<file path="config.mk">
export PLATFORM = sky130hd
export DESIGN_NAME = multimode_counter
export DESIGN_NICKNAME = d
export VERILOG_FILES = /design/src/rtl/multimode_counter.sv
export SDC_FILE = /design/constraint.sdc
export NUM_CORES = 1
export LEC_CHECK = 0
export ABC_CLOCK_PERIOD_IN_PS = 8400
export CELL_PAD_IN_SITES_DETAIL_PLACEMENT = 0
export CELL_PAD_IN_SITES_GLOBAL_PLACEMENT = 1
export CORE_MARGIN = 5
export CORE_UTILIZATION = 33
export CTS_CLUSTER_SIZE = 16
export DETAILED_ROUTE_END_ITERATION = 16
export PLACE_DENSITY = 0.84
export SETUP_SLACK_MARGIN = 0.4
export SYNTH_ARGS = -nofsm -noshare
export SYNTH_HDL_FRONTEND = slang
export SYNTH_SLANG_ARGS = --single-unit
</file>
<file path="constraint.sdc">
create_clock -name clk -period 8.4 [get_ports clk]
set_clock_uncertainty 0.15 [all_clocks]
set_input_delay 2.1 -clock clk [delete_from_list [all_inputs] [get_ports clk]]
set_output_delay 2.1 -clock clk [all_outputs]
set_load 0.01 [all_outputs]
</file>
<file path="src/rtl/multimode_counter.sv">
// multimode_counter: parametrised wide counter with up/down direction,
// synchronous clear/load, runtime modulo limit (wrap or saturate),
// clock-enable prescaler, terminal-count pulse and sticky wrap flag.
//
// Priority each cycle: clear > load > prescaled count step.
// tick/tc are registered and line up with the out value produced by the step.
module multimode_counter #(
    parameter int WIDTH          = 129,
    parameter int PRESCALE_WIDTH = 8
) (
    input  logic                      clk,
    input  logic                      reset,
    input  logic                      clear,
    input  logic                      load,
    input  logic [WIDTH-1:0]          load_value,
    input  logic                      enable,
    input  logic                      up_down,
    input  logic                      saturate,
    input  logic [WIDTH-1:0]          limit,
    input  logic [PRESCALE_WIDTH-1:0] prescale,
    output logic [WIDTH-1:0]          out,
    output logic                      tick,
    output logic                      tc,
    output logic                      wrapped
);

    localparam logic [WIDTH-1:0]          CNT_ZERO = '0;
    localparam logic [WIDTH-1:0]          CNT_ONE  = WIDTH'(1);
    localparam logic [PRESCALE_WIDTH-1:0] P_ZERO   = '0;
    localparam logic [PRESCALE_WIDTH-1:0] P_ONE    = PRESCALE_WIDTH'(1);

    logic [WIDTH-1:0]          out_q, out_d;
    logic [PRESCALE_WIDTH-1:0] p_q, p_d;
    logic                      tick_q, tick_d;
    logic                      tc_q, tc_d;
    logic                      wrapped_q, wrapped_d;
    logic                      step_en;

    // Prescaler compare: a step fires when the enabled-cycle count reaches prescale.
    // Lowering prescale below p does not re-arm; p simply runs through its wrap.
    always_comb begin
        step_en = enable && (p_q == prescale);
    end

    // Next-state logic: clear, then load, then a prescaled count step.
    always_comb begin
        out_d     = out_q;
        p_d       = p_q;
        tick_d    = 1'b0;
        tc_d      = 1'b0;
        wrapped_d = wrapped_q;

        if (clear) begin
            out_d     = CNT_ZERO;
            p_d       = P_ZERO;
            wrapped_d = 1'b0;
        end else if (load) begin
            // Values above limit are accepted as-is; the next step resolves them.
            out_d = load_value;
            p_d   = P_ZERO;
        end else if (enable) begin
            p_d = step_en ? P_ZERO : (p_q + P_ONE);
            if (step_en) begin
                tick_d = 1'b1;
                if (up_down) begin
                    if (out_q < limit) begin
                        out_d = out_q + CNT_ONE;
                    end else if (saturate) begin
                        out_d = limit;
                        tc_d  = 1'b1;
                    end else begin
                        out_d     = CNT_ZERO;
                        tc_d      = 1'b1;
                        wrapped_d = 1'b1;
                    end
                end else begin
                    // Counting down from above limit is allowed; only zero is a boundary.
                    if (out_q != CNT_ZERO) begin
                        out_d = out_q - CNT_ONE;
                    end else if (saturate) begin
                        out_d = CNT_ZERO;
                        tc_d  = 1'b1;
                    end else begin
                        out_d     = limit;
                        tc_d      = 1'b1;
                        wrapped_d = 1'b1;
                    end
                end
            end
        end
    end

    // State registers with asynchronous active-high reset.
    always_ff @(posedge clk or posedge reset) begin
        if (reset) begin
            out_q     <= CNT_ZERO;
            p_q       <= P_ZERO;
            tick_q    <= 1'b0;
            tc_q      <= 1'b0;
            wrapped_q <= 1'b0;
        end else begin
            out_q     <= out_d;
            p_q       <= p_d;
            tick_q    <= tick_d;
            tc_q      <= tc_d;
            wrapped_q <= wrapped_d;
        end
    end

    assign out     = out_q;
    assign tick    = tick_q;
    assign tc      = tc_q;
    assign wrapped = wrapped_q;

endmodule

</file>
== Word level (Yosys, flattened, before mapping) ==
Cells that the tools add are included.

* Bits in registers: 140
* Input port bits: 273
* Output and inout bits: 132
* Word-level logic and storage cells: 53

* Add/sub/neg operators: 3
* Magnitude comparators: 1
* Equal/unequal tests: 4
* Mux-type cells: 32
* Reduce and logical (&&, ||, !) cells: 8

{| class="wikitable"
|+ Operators with widths
! operator !! count
|-
| $mux W129 || 9
|-
| $add A129 B1 Y129 const B || 1
|-
| $lt A129 B129 Y1 || 1
|-
| $reduce_bool A129 Y1 || 1
|-
| $sub A129 B1 Y129 const B || 1
|-
| $mux W8 || 4
|-
| $mux W1 || 19
|-
| $add A8 B1 Y8 const B || 1
|-
| $eq A8 B8 Y1 || 1
|-
| $ne A3 B3 Y1 const B || 2
|-
| $reduce_bool A3 Y1 || 2
|-
| $reduce_and A5 Y1 || 1
|-
| $reduce_bool A2 Y1 || 2
|-
| $ne A2 B2 Y1 const B || 1
|-
| $reduce_and A2 Y1 || 1
|-
| $logic_and A1 B1 Y1 || 1
|}

== Longest topological paths before layout ==
Gate-level depths: netlist (run 1).

* Word-level depth: 7
* Depth in mapped cells: 16
* Depth with buffers taken out: 12

== Worst setup path after synthesis (run 1) ==
Ideal clock, no wire load.

* Path type: input-to-reg
* Start: input limit[118]
* End: register out_q[14], in the netlist out[14]
* Library setup time: 0.131 ns
* Arrival: 5.128 ns
* Data required time: 8.119 ns
* Path slack: 2.992 ns
* Stages: 15
* Path buffers: 3
* Cell sequence: inv_1 > ha_1 > nand4_1 > nor4_1 > nand2_1 > nand4b_1 > or3_1 > o22ai_1 > or2_2 > clkbuf_1 > clkbuf_1 > clkbuf_1 > nor2_1 > a311oi_1 > o21ai_0

* Cells in the longest elaborated chain, start to end: 7

{| class="wikitable"
|+ Ends and longest elaborated chain
! item !! line !! RTL
|-
| start, declared || 19 || <nowiki>input logic [WIDTH-1:0] limit,</nowiki>
|-
| $lt A129 B129 Y1 || 66 || <nowiki>if (out_q < limit) begin</nowiki>
|-
| $mux W129 || 66 ||
|-
| $mux W129 || 65 || <nowiki>if (up_down) begin</nowiki>
|-
| $mux W129 || 63 || <nowiki>if (step_en) begin</nowiki>
|-
| $mux W129 || 61 || <nowiki>end else if (enable) begin</nowiki>
|-
| $mux W129 || 57 || <nowiki>end else if (load) begin</nowiki>
|-
| $mux W129 || 53 || <nowiki>if (clear) begin</nowiki>
|-
| end signal, assigned || 102 || <nowiki>out_q <= out_d;</nowiki>
|-
| end, declared || 32 || <nowiki>logic [WIDTH-1:0] out_q, out_d;</nowiki>
|}

No other way between the ends. The select of a mux whose other input is x is not followed.
A chain may end at the register's enable or synchronous reset.

== Worst setup path in the final report (run 1) ==
* Start: input limit[116]
* End: register out_q[29], in the netlist out[29]

Same word-level chain as after synthesis.

==> results of run 1 <==
-- area by class of cell --
type	instances	area, µm²
fill	5860	32700
multi-input combinational	2050	13500
timing repair buffer	440	4360
sequential	140	3500
tap	756	946
inverter	152	577
clock buffer	22	474
clock inverter	10	115
antenna	1	2.50
-- per-stage QoR --
step	hold WS (ns)	cell area, µm²	setup WS, ns	std cells
global route	0.371	23500	1.27	3571
detailed placement	0.357	22900	1.13	3538
floorplan	0.375	18600	2.40	2614
finish	0.367	23500	1.54	3571
global placement	0.328	22900	1.19	3538
CTS	0.372	23500	1.69	3570
-- synthesized netlist by cell type (22+ instances only) --
master | count | area, µm²
nor2_1 | 265 | 995
clkbuf_1 | 220 | 826
nand2_1 | 164 | 616
inv_1 | 151 | 567
nor3_1 | 142 | 711
a21oi_1 | 140 | 701
dfrtp_1 | 140 | 3500
xnor2_1 | 135 | 1180
ha_1 | 131 | 1640
o21ai_0 | 131 | 656
xor2_1 | 118 | 1030
nand3_1 | 113 | 566
nand4_1 | 77 | 482
a31oi_1 | 63 | 394
a22oi_1 | 58 | 435
a311oi_1 | 52 | 455
o31ai_1 | 49 | 368
nor4_1 | 42 | 263
or3_1 | 34 | 213
a222oi_1 | 32 | 320
a211oi_1 | 31 | 233
and3_1 | 30 | 188
a221oi_1 | 26 | 228
buf_2 | 25 | 125
or4_1 | 22 | 165
-- worst paths after layout --
kind / from / slack, ns / cells past startpoint / to
setup / recovery: limit[116] / 1.54 / 14 / out[29]
hold / removal: wrapped / 0.37 / 1 / wrapped
setup reg to reg: out[101] / 2.92 / 9 / out[40]
hold reg to reg: wrapped / 0.37 / 1 / wrapped
max in group asynchronous: reset / 4.61 / 3 / out[15]
min in group asynchronous: reset / 2.09 / 2 / out[75]
-- state kept, by name, summed over array words and instances (netlist names) --
| register | flops |
|---|---|
| tick | 1 |
| p_q | 8 |
| out | 129 |
| wrapped | 1 |
| tc | 1 |
-- routing by layer --
metal  wire [µm]  track usage  part of all wire  vias up
li1            -            -                 -     9952
met1       38100        0.392              0.40    10900
met2       42700        0.468              0.45     1441
met3        9670       0.0653              0.10      262
met4        4780        0.140             0.050        0
met5           0            0                 0        -
-- worst max-delay path: cells and delay by family --
kind	cells	cell delay [ns]
fa+ha+maj	1	0.31
simple gates	7	2.58
buf+inv	3	1.11
compound gates	3	0.92
-- power by group --
part | internal (W) | switching (W) | total, W | leakage, nW
clock network | 0.000458 | 0.000377 | 0.000836 | 0.270
registers | 0.000709 | 0.000135 | 0.000844 | 1.86
logic | 0.000397 | 0.000476 | 0.000873 | 7.10
total | 0.00157 | 0.000988 | 0.00255 | 9.23
-- logic make-up (layout without fill, tap and decap cells) --
family / after synthesis / count (layout) / synth area share
AND/OR/NAND/NOR: 965 / 965 / 0.259
flip-flops: 140 / 140 / 0.188
multiplexers: 23 / 23 / 0.0125
adder cells (fa/ha/maj): 131 / 131 / 0.0879
XOR/XNOR: 253 / 253 / 0.119
AO/OA/AOI/OAI: 678 / 678 / 0.244
other: 0 / 1 / 0
buffers and inverters: 424 / 624 / 0.0903
==> results.toml, run 1 <==
[drt]
postRouteAntennaNets = 0
routed_wl_um = 95300
wl_per_cell_um = 26.7
drc = 0
vias = 22500
initialDrtViolationCount = 2685
first_pass_iters = 6
post_drt_via_cell_ratio = 6.30

[clock_network]
cts-root-buf = "clkbuf_16"
cts_tree = "yes"
clk_pin_slew_ns = 0.07
insertion_delay_ns = 0.51
cts_hold_buffers = 0
cts_made_buffers = 17
cts_resized = 0
ctsHtreeMaxLevel = 4
clockBufferDepth = 2
cts_setup_buffers = 0
cts_sinks = 140

[hold_path]
worstHoldPathType = "reg2reg"

[worst_setup_path]
cp_slowest_stage_delay_ns = 0.65
worstSetupPathType = "in2reg"
cp_max_fo = 47
crit_required_ns = 8.61
crit_arrival_ns = 7.07
critical_path.cell_chain = "clkdlybuf4s50_1 -> inv_1 -> ha_1 -> nand4_1 -> nor4_1 -> nand2_1 -> nand4b_1 -> or3_1 -> o22ai_1 -> or2_4 -> buf_4 -> nor2_1 -> a311oi_1 -> o31ai_1"
cp_slowest_cell = "nor4_1"
critPathCaptureType = "flip-flop"
start_kind = "input pin"

[timing]
slew_violations = 0
relSlewSlack = 0.170
rsz0062_at_grt = "false"
hold_viol_final = 0
finalCritPeriodShare = 0.817
timing.fmax_mhz = 146
final.min_clock_period_ns = 6.86
worstMarginPinSlew_ns = 1.24
fin_setup_tns_ns = 0
setup_viol = 0

[placement]
dp_hpwl_um = 67500
io_buffers = 404
place_congestion = 0.978

[floorplan]
start_util = 0.332
dieArea_um2 = 61400
placementRows = 87
chipHeight_um = 248
die_x_um = 248
coreArea_um2 = 56200
io_pins = 405

[yosys]
yosysWarnings = 0
ys_types = 76
syn_avg_cell_area_um2 = 7.13
yosysSeqAreaShare = 0.188
syn_nets = 3018
async_flop_share = 1.00
syn_area_um2 = 18600
synth_edf_count = 0
ys_seq_elements = 140
synthFlopType = "dfrtp_1"
syn_inst = 2614

[power_and_ir_drop]
power_density_nw_per_um2 = 109
irDropWorstVdd_uv = 184
p_leak_nw = 9.23
finalPower_w = 0.00255

[finish]
syn2layout_area_growth_pct = 26.0
fin_util = 0.418
final_common_cell = "clkdlybuf4s50_1"
final_cell_mix = "clkdlybuf4s50_1 (402), nor2_1 (261), nand2_1 (163)"
nets = 3205
drive_above_1_share = 0.0380

[global_routing]
grt_pass1_wl_um = 140000
antenna_found_initial = 1
grt_util_all_layers = 0.298
grt_pass1_vias = 21900
grt_max_degree = 157
grt.overflow.total = 0

[outcome]
status = "finished, final reports clean"

[run]
drv_cap = 0
No activity file was read; power rests on OpenSTA's default activity.
==> run 2, diff against run 1 <==
--- a/config.mk
+++ b/config.mk
@@ -5,7 +5,7 @@
 export SDC_FILE = /design/constraint.sdc
 export NUM_CORES = 1
 export LEC_CHECK = 0
-export ABC_CLOCK_PERIOD_IN_PS = 8400
+export ABC_CLOCK_PERIOD_IN_PS = 6380
 export CELL_PAD_IN_SITES_DETAIL_PLACEMENT = 0
 export CELL_PAD_IN_SITES_GLOBAL_PLACEMENT = 1
 export CORE_MARGIN = 5
==> constraint.sdc (replaced) <==
create_clock -name clk -period 6.38 [get_ports clk]
set_clock_uncertainty 0.15 [all_clocks]
set_input_delay 1.595 -clock clk [delete_from_list [all_inputs] [get_ports clk]]
set_output_delay 1.595 -clock clk [all_outputs]
set_load 0.01 [all_outputs]
==> results.toml, run 2 (same netlist as run 1, synthesis figures left out) <==
[clock_network]
cts_resized = 0
clockBufferDepth = 2
cts_setup_buffers = 0
cts_sinks = 140
clk_pin_slew_ns = 0.06
cts_hold_buffers = 0
cts-root-buf = "clkbuf_16"
insertion_delay_ns = 0.51
cts_tree = "yes"
ctsHtreeMaxLevel = 4
cts_made_buffers = 17

[worst_setup_path]
critPathCaptureType = "flip-flop"
cp_slowest_stage_delay_ns = 1.05
crit_arrival_ns = 5.99
crit_required_ns = 6.60
cp_slowest_cell = "nor4_1"
start_kind = "input pin"
worstSetupPathType = "in2reg"
critical_path.cell_chain = "clkdlybuf4s50_1 -> inv_1 -> ha_1 -> nand4_1 -> nor4_1 -> a221oi_1 -> o21ai_0 -> nand2_1 -> nand4b_1 -> or2_4 -> buf_4 -> nor2_1 -> o311ai_0 -> nand2_1"
path_common_cell = "nand2_1"
cp_max_fo = 35

[global_routing]
grt_pass1_wl_um = 140000
grt_pass1_vias = 22000
antenna_found_initial = 2
grt_max_degree = 85
grt.overflow.total = 0
grt_util_all_layers = 0.299

[hold_path]
worstHoldPathType = "reg2reg"

[timing]
hold_viol_final = 0
rsz0062_at_grt = "false"
hold_ws_ns = 0.356
worstMarginPinSlew_ns = 1.23
setup_viol = 0
final.min_clock_period_ns = 5.77
timing.fmax_mhz = 173
fin_setup_tns_ns = 0
finalCritPeriodShare = 0.904
relSlewSlack = 0.172
slew_violations = 0

[drt]
vias = 22700
wl_per_cell_um = 26.9
drc = 0
postRouteAntennaNets = 0
initialDrtViolationCount = 2493
first_pass_iters = 7
routed_wl_um = 96500
post_drt_via_cell_ratio = 6.33

[finish]
instances_no_fill = 3594
drive_above_1_share = 0.0437
final_common_cell = "clkdlybuf4s50_1"
syn2layout_area_growth_pct = 27.2
final_cell_mix = "clkdlybuf4s50_1 (402), nor2_1 (261), nand2_1 (163)"
largest_reg_flops = 129
nets = 3227

[floorplan]
die_x_um = 248
chipHeight_um = 248
coreArea_um2 = 56200
io_pins = 405
dieArea_um2 = 61400
start_util = 0.332
placementRows = 87

[placement]
dp_hpwl_um = 69500
place_congestion = 0.957
place_inst = 3556
io_buffers = 404

[power_and_ir_drop]
power_density_nw_per_um2 = 142
p_leak_nw = 9.37
irDropWorstVdd_uv = 227

[outcome]
status = "finished, final reports clean"

[run]
drv_cap = 0
[run 2: cell count changes in the layout (fill, tap and decap cells not counted)]
cell / previous run / this run
buf_4: 34 / 52
bufinv_16: 2 / 3
clkinvlp_4: 6 / 2
diode_2: 1 / 3
clkbuf_8: 3 / 1
clkbuf_1: 2 / 6
buf_12: 4 / 8
[run 2: cell type report]
type	count	area, µm²
inverter	152	577
timing repair buffer	462	4570
tap	756	946
fill	5788	32500
antenna	3	7.51
clock inverter	7	115
multi-input combinational	2050	13500
clock buffer	24	462
sequential	140	3500
[run 2: metal layers]
metal	global-route usage	wire (µm)	vias up
met2	0.477	43900	1476
met5	0	13	-
li1	-	-	10000
met4	0.128	4450	2
met1	0.390	38400	11000
met3	0.0669	9750	238
[run 2: path summary, 6_finish.rpt]
path,cells past startpoint,end,slack [ns],start
min in group asynchronous,2,out[78],1.47,reset
setup reg to reg,12,out[92],1.52,out[1]
max in group asynchronous,3,out[59],3.68,reset
setup / recovery,14,out[123],0.61,limit[96]
hold reg to reg,1,wrapped,0.36,wrapped
hold / removal,1,wrapped,0.36,wrapped
[run 2: through the flow]
stage / instance area (µm²) / power [W] / setup slack [ns] / utilization
2_1_floorplan: 18600 / 0.00170 / 0.882 / -
3_3_place_gp: 23100 / 0.00224 / -0.0539 / 0.411
3_5_place_dp: 23100 / 0.00226 / -0.0762 / 0.411
4_1_cts: 23600 / 0.00336 / 0.465 / 0.421
5_1_grt: 23700 / 0.00352 / 0.535 / 0.422
6_report: 23700 / 0.00337 / 0.611 / 0.422
[run 2: where the power goes]
part           total, W  leakage, nW  switching (W)  internal [W]
Sequential      0.00111         1.86       0.000174      0.000934
Combinational   0.00117         7.23       0.000634      0.000535
Clock           0.00109        0.274       0.000470      0.000620
Total           0.00337         9.37        0.00128       0.00209
[run 2: critical path, delay by kind of cell]
family / cells / cell delay [ns]
and+or+nand+nor: 7 / 2.16
buffers and inverters: 3 / 1.06
adders and majority gates: 1 / 0.31
AOI/OAI and AO/OA: 3 / 0.85
